--- config.mk ---
export PLATFORM = sky130hd
export DESIGN_NAME = zuss_control
export DESIGN_NICKNAME = d
export VERILOG_FILES = /design/src/rtl/zuss_control.sv
export SDC_FILE = /design/constraint.sdc
export NUM_CORES = 1
export LEC_CHECK = 0
export BUFFER_PORTS_ARGS = -buffer_cell sky130_fd_sc_hd__buf_2
export CAP_MARGIN = 0
export CORE_UTILIZATION = 30
export CTS_CLUSTER_SIZE = 14
export DETAILED_ROUTE_END_ITERATION = 8
export HOLD_SLACK_MARGIN = 0.06
export PLACE_DENSITY_LB_ADDON = 0.25
export SYNTH_ARGS = -nofsm -noshare
export SYNTH_HDL_FRONTEND = slang
export SYNTH_SLANG_ARGS = --single-unit
--- constraint.sdc ---
create_clock -name clk -period 4.2 [get_ports clk]
set_input_delay 0.21 -clock clk [delete_from_list [all_inputs] [get_ports clk]]
set_output_delay 0.21 -clock clk [all_outputs]
set_load 0.03 [all_outputs]
--- src/rtl/zuss_control.sv ---
// -----------------------------------------------------------------------------
// zuss_control
//
// Multi-cycle control unit for the ZUSS datapath. Each instruction is fetched
// from instruction memory over a req/valid handshake, decoded, and executed.
// The unit drives the datapath register addresses, ALU op and write enable. It
// uses the datapath zero flag to resolve BEQZ, and it owns the program counter
// and the halt condition.
//
// Instruction word:
//   [31:27] opc   [26:22] rd   [21:17] rs1   [16:12] rs2   [11:0] imm12 (signed)
//
// State sequence:
//   ALU  : FETCH -> DECODE -> EXEC -> WB -> FETCH   (4 cycles with no fetch stall)
//   BEQZ : FETCH -> DECODE -> EXEC -> FETCH         (3 cycles with no fetch stall)
//   HALT : FETCH -> DECODE -> EXEC -> HALT (absorbing; leaves only on reset)
//
// Parameters:
//   PC_W     program counter / imem address width (1..32)
//   RESET_PC pc value loaded on reset
//   OP_BEQZ  opcode of the conditional branch
//   OP_HALT  opcode that stops fetching
//   OP_SUB   ALU op driven during a branch, so zr reflects rs1 == rs2
//
// Ports:
//   clk         in   rising-edge clock
//   rst_n       in   asynchronous active-low reset
//   imem_addr   out  [PC_W-1:0] fetch address (always equals pc)
//   imem_req    out  fetch request, high in FETCH only (forced low in reset)
//   imem_valid  in   imem_data valid; looked at only in FETCH
//   imem_data   in   [31:0] instruction word
//   zr          in   datapath zero flag, sampled at the end of EXEC
//   r_addr1     out  [4:0] datapath read address 1 (rs1)
//   r_addr2     out  [4:0] datapath read address 2 (rs2)
//   w_addr      out  [4:0] datapath write address (rd)
//   op          out  [4:0] datapath ALU op
//   we          out  datapath register write enable (one cycle, in WB)
//   halted      out  high once HALT has executed
//   retired     out  [15:0] count of retired instructions (optional)
//
// Build option:
//   ZUSS_RETIRE_CNT_EN  when defined, adds the 'retired' output. The counter
//                       increments on every WB cycle and on every EXEC cycle
//                       that executes BEQZ, and it wraps at 16'hFFFF. HALT is
//                       not counted. When the macro is undefined, the port and
//                       the counter are absent.
// -----------------------------------------------------------------------------
module zuss_control #(
    parameter int unsigned     PC_W     = 8,
    parameter logic [PC_W-1:0] RESET_PC = '0,
    parameter logic [4:0]      OP_BEQZ  = 5'b11110,
    parameter logic [4:0]      OP_HALT  = 5'b11111,
    parameter logic [4:0]      OP_SUB   = 5'b00001
) (
    input  logic            clk,
    input  logic            rst_n,
    output logic [PC_W-1:0] imem_addr,
    output logic            imem_req,
    input  logic            imem_valid,
    input  logic [31:0]     imem_data,
    input  logic            zr,
    output logic [4:0]      r_addr1,
    output logic [4:0]      r_addr2,
    output logic [4:0]      w_addr,
    output logic [4:0]      op,
    output logic            we,
    output logic            halted
`ifdef ZUSS_RETIRE_CNT_EN
    ,
    output logic [15:0]     retired
`endif
);

    typedef enum logic [2:0] {
        FETCH  = 3'd0,
        DECODE = 3'd1,
        EXEC   = 3'd2,
        WB     = 3'd3,
        HALT   = 3'd4
    } state_t;

    state_t          state;
    state_t          state_next;

    logic [PC_W-1:0] pc;
    logic [31:0]     ir;

    // Instruction fields, taken from the latched instruction register.
    logic [4:0]      ir_opc;
    logic [4:0]      ir_rd;
    logic [4:0]      ir_rs1;
    logic [4:0]      ir_rs2;
    logic [11:0]     ir_imm;

    logic            is_beqz;
    logic            is_halt;

    logic [PC_W-1:0] pc_inc;
    logic [PC_W-1:0] pc_branch;

    assign ir_opc = ir[31:27];
    assign ir_rd  = ir[26:22];
    assign ir_rs1 = ir[21:17];
    assign ir_rs2 = ir[16:12];
    assign ir_imm = ir[11:0];

    assign is_beqz = (ir_opc == OP_BEQZ);
    assign is_halt = (ir_opc == OP_HALT);

    // Both next-pc candidates wrap modulo 2^PC_W. The signed cast
    // sign-extends imm12 when PC_W is wider than 12 bits and truncates it
    // when PC_W is narrower. A negative offset below address 0 therefore
    // wraps to the top of the address space.
    assign pc_inc    = pc + PC_W'(1);
    assign pc_branch = pc + PC_W'($signed(ir_imm));

    assign imem_addr = pc;

    // -------------------------------------------------------------------------
    // State register
    // -------------------------------------------------------------------------
    // NOTE: all sequential state uses non-blocking assignments, so every
    // register samples values from before the edge, whatever the block order.
    always_ff @(posedge clk or negedge rst_n) begin
        if (!rst_n) begin
            state <= FETCH;
        end else begin
            state <= state_next;
        end
    end

    // -------------------------------------------------------------------------
    // Next-state and state-decoded outputs
    // -------------------------------------------------------------------------
    // we and imem_req are decoded from the state register only, so they cannot
    // glitch. imem_req is also gated by rst_n. The reset state is FETCH, but
    // no request may be issued while reset is held.
    // NOTE: every signal written here gets a default first, so no path through
    // the case statement can leave a value unassigned and infer a latch.
    always_comb begin
        state_next = state;
        imem_req   = 1'b0;
        we         = 1'b0;

        unique case (state)
            FETCH: begin
                imem_req = rst_n;
                if (imem_valid) begin
                    state_next = DECODE;
                end
            end
            DECODE: begin
                state_next = EXEC;
            end
            EXEC: begin
                if (is_halt) begin
                    state_next = HALT;
                end else if (is_beqz) begin
                    state_next = FETCH;
                end else begin
                    state_next = WB;
                end
            end
            WB: begin
                we         = 1'b1;
                state_next = FETCH;
            end
            HALT: begin
                state_next = HALT;
            end
            default: begin
                state_next = FETCH;
            end
        endcase
    end

    // -------------------------------------------------------------------------
    // Instruction register: loaded only when FETCH sees a valid response.
    // A response that arrives in any other state is ignored.
    // -------------------------------------------------------------------------
    always_ff @(posedge clk or negedge rst_n) begin
        if (!rst_n) begin
            ir <= '0;
        end else if (state == FETCH && imem_valid) begin
            ir <= imem_data;
        end
    end

    // -------------------------------------------------------------------------
    // Program counter
    // -------------------------------------------------------------------------
    // pc advances in exactly two places: at the end of WB, and at the end of
    // an EXEC cycle that executes BEQZ. HALT leaves pc pointing at the HALT
    // instruction itself.
    always_ff @(posedge clk or negedge rst_n) begin
        if (!rst_n) begin
            pc <= RESET_PC;
        end else begin
            unique case (state)
                EXEC: begin
                    if (is_beqz) begin
                        pc <= zr ? pc_branch : pc_inc;
                    end
                end
                WB: begin
                    pc <= pc_inc;
                end
                default: begin
                    pc <= pc;
                end
            endcase
        end
    end

    // -------------------------------------------------------------------------
    // Datapath address and op registers
    // -------------------------------------------------------------------------
    // These registers load only on the DECODE -> EXEC edge. They then hold
    // steady through EXEC and WB, so the datapath sees the same operands in
    // the cycle that produces zr and in the cycle that writes back. BEQZ
    // drives SUB, so zr reports rs1 == rs2. rd is passed through unchanged,
    // even when it is 0, because r0 handling belongs to the datapath.
    always_ff @(posedge clk or negedge rst_n) begin
        if (!rst_n) begin
            r_addr1 <= '0;
            r_addr2 <= '0;
            w_addr  <= '0;
            op      <= '0;
        end else if (state == DECODE) begin
            r_addr1 <= ir_rs1;
            r_addr2 <= ir_rs2;
            w_addr  <= ir_rd;
            op      <= is_beqz ? OP_SUB : ir_opc;
        end
    end

    // -------------------------------------------------------------------------
    // Halt flag: set as EXEC resolves a HALT. It clears only on reset, which
    // is also the only way out of the HALT state.
    // -------------------------------------------------------------------------
    always_ff @(posedge clk or negedge rst_n) begin
        if (!rst_n) begin
            halted <= 1'b0;
        end else if (state == EXEC && is_halt) begin
            halted <= 1'b1;
        end
    end

`ifdef ZUSS_RETIRE_CNT_EN
    // -------------------------------------------------------------------------
    // Retired-instruction counter. An ALU instruction retires in WB. A BEQZ
    // retires in its EXEC cycle. HALT never retires. The counter wraps
    // naturally at 16 bits.
    // -------------------------------------------------------------------------
    logic retire_pulse;

    assign retire_pulse = (state == WB) || (state == EXEC && is_beqz);

    always_ff @(posedge clk or negedge rst_n) begin
        if (!rst_n) begin
            retired <= '0;
        end else if (retire_pulse) begin
            retired <= retired + 16'd1;
        end
    end
`else
    // Retire counting is compiled out; no port and no counter exist.
`endif

endmodule

Yosys cells after proc, flatten, opt, wreduce, memory -nomap -nowiden:

Index checks and enable logic that the tools add are counted.

* add/sub/neg operators: 2
* equal/unequal tests: 8
* mux-type cells: 10
* reduce and logical (&&, ||, !) cells: 5

Operators by type and width (number)
* $mux 8: 2
* $pmux 8 s2: 1
* $pmux 3 s4: 1
* $eq 5x5->1 const B: 2
* $add 8x1->8 const B: 1
* $add 8x8->8: 1
* $eq 3x2->1 const B: 2
* $mux 3: 2
* $mux 5: 1
* $ne 2x2->1 const B: 2
* $eq 3x1->1 const B: 1
* $eq 3x3->1 const B: 1
* $logic_not 3->1: 1
* $logic_and 1x1->1: 2
* $mux 1: 2
* $mux 2: 1
* $reduce_and 2->1: 1
* $reduce_bool 2->1: 1

* bits in registers: 64
* input bits: 36
* logic and storage cells: 33

Logic depth before layout (Yosys ltp):

* depth in word-level cells: 4
* gate-level depth with buffers: 9

Worst setup path before layout:

Ideal clock, no wire load.

* path kind: flip-flop to flip-flop
* from: reg pc[0] (netlist: imem_addr[0])
* to: reg pc[6] (netlist: imem_addr[6])
* library setup time: 0.073 ns
* arrival time: 1.953 ns
* data required time: 4.127 ns
* setup slack: 2.173 ns
* cell stages (with the launch flop): 10
* path buffers: 0
* clock period less this slack: 2.027 ns
* cells stage by stage: dfrtp_1 ha_1 inv_1 fa_1 nor2b_1 o31a_1 o21a_1 nor3_1 nand3b_1 a21oi_2

* cells in the longest elaborated chain, start to end: 4

RTL lines
* start, declared: line 85 `logic [PC_W-1:0] pc;`
* start signal, assigned: line 202 `pc <= zr ? pc_branch : pc_inc;`
* start signal, assigned: line 206 `pc <= pc_inc;`
* start signal, assigned: line 209 `pc <= pc;`
* $add 8x1->8 / $add 8x8->8 (equally long branches): line 114, 115
* $mux 8: line 202
* $mux 8: line 201 `if (is_beqz) begin`
* $pmux 8 s2 *: line 199 `unique case (state)`

Every way passes the cells marked *; elsewhere a longest branch is shown, timed or not. The select of a mux whose other input is x is not followed.
A chain may end at the register's enable or synchronous reset.

Worst setup path in the final report:

* from: reg pc[1] (netlist: imem_addr[1])
* to: reg pc[7] (netlist: imem_addr[7])

The elaborated chain is that of the path after synthesis.

==> flow_summary.ini <==
[outcome]
run_status = finished, final reports clean

[clock_network]
clockBufferDepth = 2
cts_max_level = 3
tritoncts = done
post-cts-setup-buffers = 0
post_cts_resized = 0
worstSkewPairLatency_ns = 0.34
clock_tree.root_cell = sky130_fd_sc_hd__clkbuf_8
holdBufCountCts = 0
clock_sink_count = 60
clk_transition_reported_paths_ns = 0.07
cts-buffers-inserted = 9

[sta]
timing.fmax_mhz = 485
timing.final.crit_share_pct = 49.1
final_period_minus_worst_setup_slack_ns = 2.06
max-slew-margin-rel_pct = 40.2
grt_setup_unrepaired = false
final_max_slew_viol_count = 0
setup-tns-final_ns = 0
hold_viol_final = 0
fin_worst_skew_ns = 0.0121
timing.final.setup_violations = 0
max_slew.worst_pin.slew_ns = 0.896

[pwr]
fin_total_pwr_w = 0.00307
leakagePower_nw = 1.63
cellPowerDensity_nw_per_um2 = 901
worst_ir_drop_vdd_mv = 0.262

[routing]
vias_per_cell = 4.77
first_iter_violations = 140
drt_pre_antenna_iters = 4
drt-total-wl_um = 6170
antenna_violating_nets_left = 0
num_vias = 2094
remaining_drcs = 0
avgRoutedWirePerCell_um = 14.1

[cells_and_area]
layout.filler_cells = 894
flow.area_growth_from_synthesis_pct = 21.8
drive_above_1_share_pct = 35.6
mostFrequentLayoutCell = sky130_fd_sc_hd__buf_2
layout_common_cells = sky130_fd_sc_hd__buf_2 (62), sky130_fd_sc_hd__dfrtp_1 (60), sky130_fd_sc_hd__nand2_1 (59)
final_nets = 371
insertedDiodeCount = 0

[floorplan]
design.core.area_um2 = 8890
io_pins = 67
die_width_um = 98.6
floorplan.initialDensity_pct = 31.5
die_footprint_um2 = 9720
row_count = 34
dieHeight_um = 98.6

[logic_synthesis]
synthesis.yosys.warnings = 0
synth-xor-area-share_pct = 1.56
synth_enable_flop_cells = 0
synthSimpleGateAreaFrac_pct = 16.4
synth_top_family_by_area = simple AND/OR/NAND/NOR gates
synth_ff_type = sky130_fd_sc_hd__dfrtp_1
synth_cell_area_um2 = 2800
synth-compound-area-share_pct = 10.6
ys_types = 47
mappedNetlistNets = 304
yosys-mux-area-fraction_pct = 10.8
synthAdderAreaFrac_pct = 4.29
post_synthesis_sequential_element_count = 60
ys_seq_area_share_pct = 53.6
synth_area_per_cell_um2 = 10.8
synth_cells = 259
async_reset_ff_share_pct = 100

[setup_path]
regToRegStartpoint = imem_addr[1]$_DFFE_PN0P_
rr_worst_depth = 7
crit_path_cell_trace = ha_1, a211oi_1, o21ai_1, a31oi_1, xor2_1, o32ai_2, xor2_1
setup_slack_of_the_most_critical_reg_to_reg_path_ns = 2.14
worstSetupPathDepth = 7
timing_worst_setup_path_type = reg -> reg
cp_slowest_stage_delay_ns = 0.46
cp-end-kind = register
worstReg2RegEnd = imem_addr[7]$_DFFE_PN0P_
cp_data_arrival_time_ns = 2.27
worst_path_max_delay_cell = sky130_fd_sc_hd__dfrtp_1
crit_path_start_kind = register
crit_top_cell = sky130_fd_sc_hd__xor2_1
critical_path.max_fanout = 6
kind_of_cell_adding_the_most_delay_to_the_critical_path = compound AO/OA/AOI/OAI gates
worst-endpoint-required_ns = 4.41
cp_bufs_invs = 0

[global_route]
number_of_global_route_vias_before_repair = 2109
globalRoute.totalOverflow = 0
grt_pass1_wl_um = 10600
antenna_found_initial = 0
grt.total_usage_pct = 14.2
grt_start_max_net_pins = 61

[worst_hold_path]
timing.hold.worst_endpoint = ir[1]$_DFFE_PN0P_
hold_path_class = in -> reg
hold_path.startpoint = imem_data[1]
holdPathStages = 3

[placement]
finalWeightedCongestion = 0.822
dp_hpwl_um = 4250
numPortBuffers = 62

[flow_run]
timing.max_cap.violations = 0
[state kept, by name, indices dropped and copies added (netlist names)]
register,cells
op,5
r_addr2,5
imem_addr,8
halted,1
w_addr,5
ir,28
r_addr1,5
state,3
[cells in the mapped netlist (all sizes together) (2+ instances only)]
cell type	number	share of area (%)
a211oi	2	0.54
a21o	2	0.54
a21oi	18	3.6
and2	3	0.76
buf	6	1.6
clkbuf	2	0.27
dfrtp	60	54
ha	8	3.6
inv	6	0.80
mux2	26	10
nand2	59	7.9
nand2b	2	0.71
nand3	6	1.3
nand4	3	0.67
nor2	10	1.4
nor2b	4	1.2
nor3	3	0.94
o21a	3	0.80
o21ai	15	2.7
xnor2	2	0.63
xor2	3	0.94
[cell type report]
cell class	instances	area (µm²)	share of cell area [%]
clock buffer	9	124	3.63
clock inverter	7	76.3	2.24
inverter	6	22.5	0.661
multi-input combinational	185	1220	35.9
sequential	60	1500	44.0
tap	108	135	3.96
timing repair buffer	64	325	9.54
[metal layers]
metal  track usage, %  share of wire [%]  wire length [µm]
met4             5.86                1.1                70
met1             18.5                 46              2860
met3             3.83                4.3               265
met2             22.4                 48              2980
met5                0                  0                 0
[power by group]
part           switching (W)  total (W)  internal, W  leakage (nW)
logic               0.000889    0.00148     0.000587         0.813
clock network       0.000244   0.000520     0.000277        0.0958
registers           0.000214    0.00108     0.000862         0.724
total                0.00135    0.00307      0.00173          1.63
[logic make-up after synthesis]
kind of cell	Yosys count
muxes	27
buffers and inverters	14
adders and majority gates	9
AOI/OAI and AO/OA	48
DFF	60
xor gates and xnor gates	5
and+or+nand+nor	96
[how the worst max path moves through the flow]
stage | start | endpoint
after detailed placement | imem_addr[1]$_DFFE_PN0P_ | imem_addr[7]$_DFFE_PN0P_
after global routing | imem_addr[1]$_DFFE_PN0P_ | imem_addr[7]$_DFFE_PN0P_
after global placement | imem_addr[1]$_DFFE_PN0P_ | imem_addr[7]$_DFFE_PN0P_
after floorplan | imem_addr[0]$_DFFE_PN0P_ | imem_addr[6]$_DFFE_PN0P_
after CTS | imem_addr[1]$_DFFE_PN0P_ | imem_addr[7]$_DFFE_PN0P_
final | imem_addr[1]$_DFFE_PN0P_ | imem_addr[7]$_DFFE_PN0P_
[metrics by stage]
stage	area, µm²	cells	util (%)	hold slack (ns)	worst slack [ns]
after floorplan	2800	259	-	-0.0856	2.17
after global placement	3210	423	36.1	0.436	2.18
after detailed placement	3210	423	36.1	0.439	2.14
after CTS	3410	439	38.3	0.0791	2.12
after global routing	3410	439	38.3	0.0736	2.00
final	3410	439	38.3	0.0912	2.14
[worst reg2reg max path: cells and delay by family (launching register included)]
| kind | cells | cell delay (ns) |
|---|---|---|
| AOI/OAI and AO/OA | 4 | 0.73 |
| xor gates and xnor gates | 2 | 0.41 |
| adders and majority gates | 1 | 0.34 |
| DFF | 1 | 0.46 |
No activity file was read; power rests on OpenSTA's default activity.
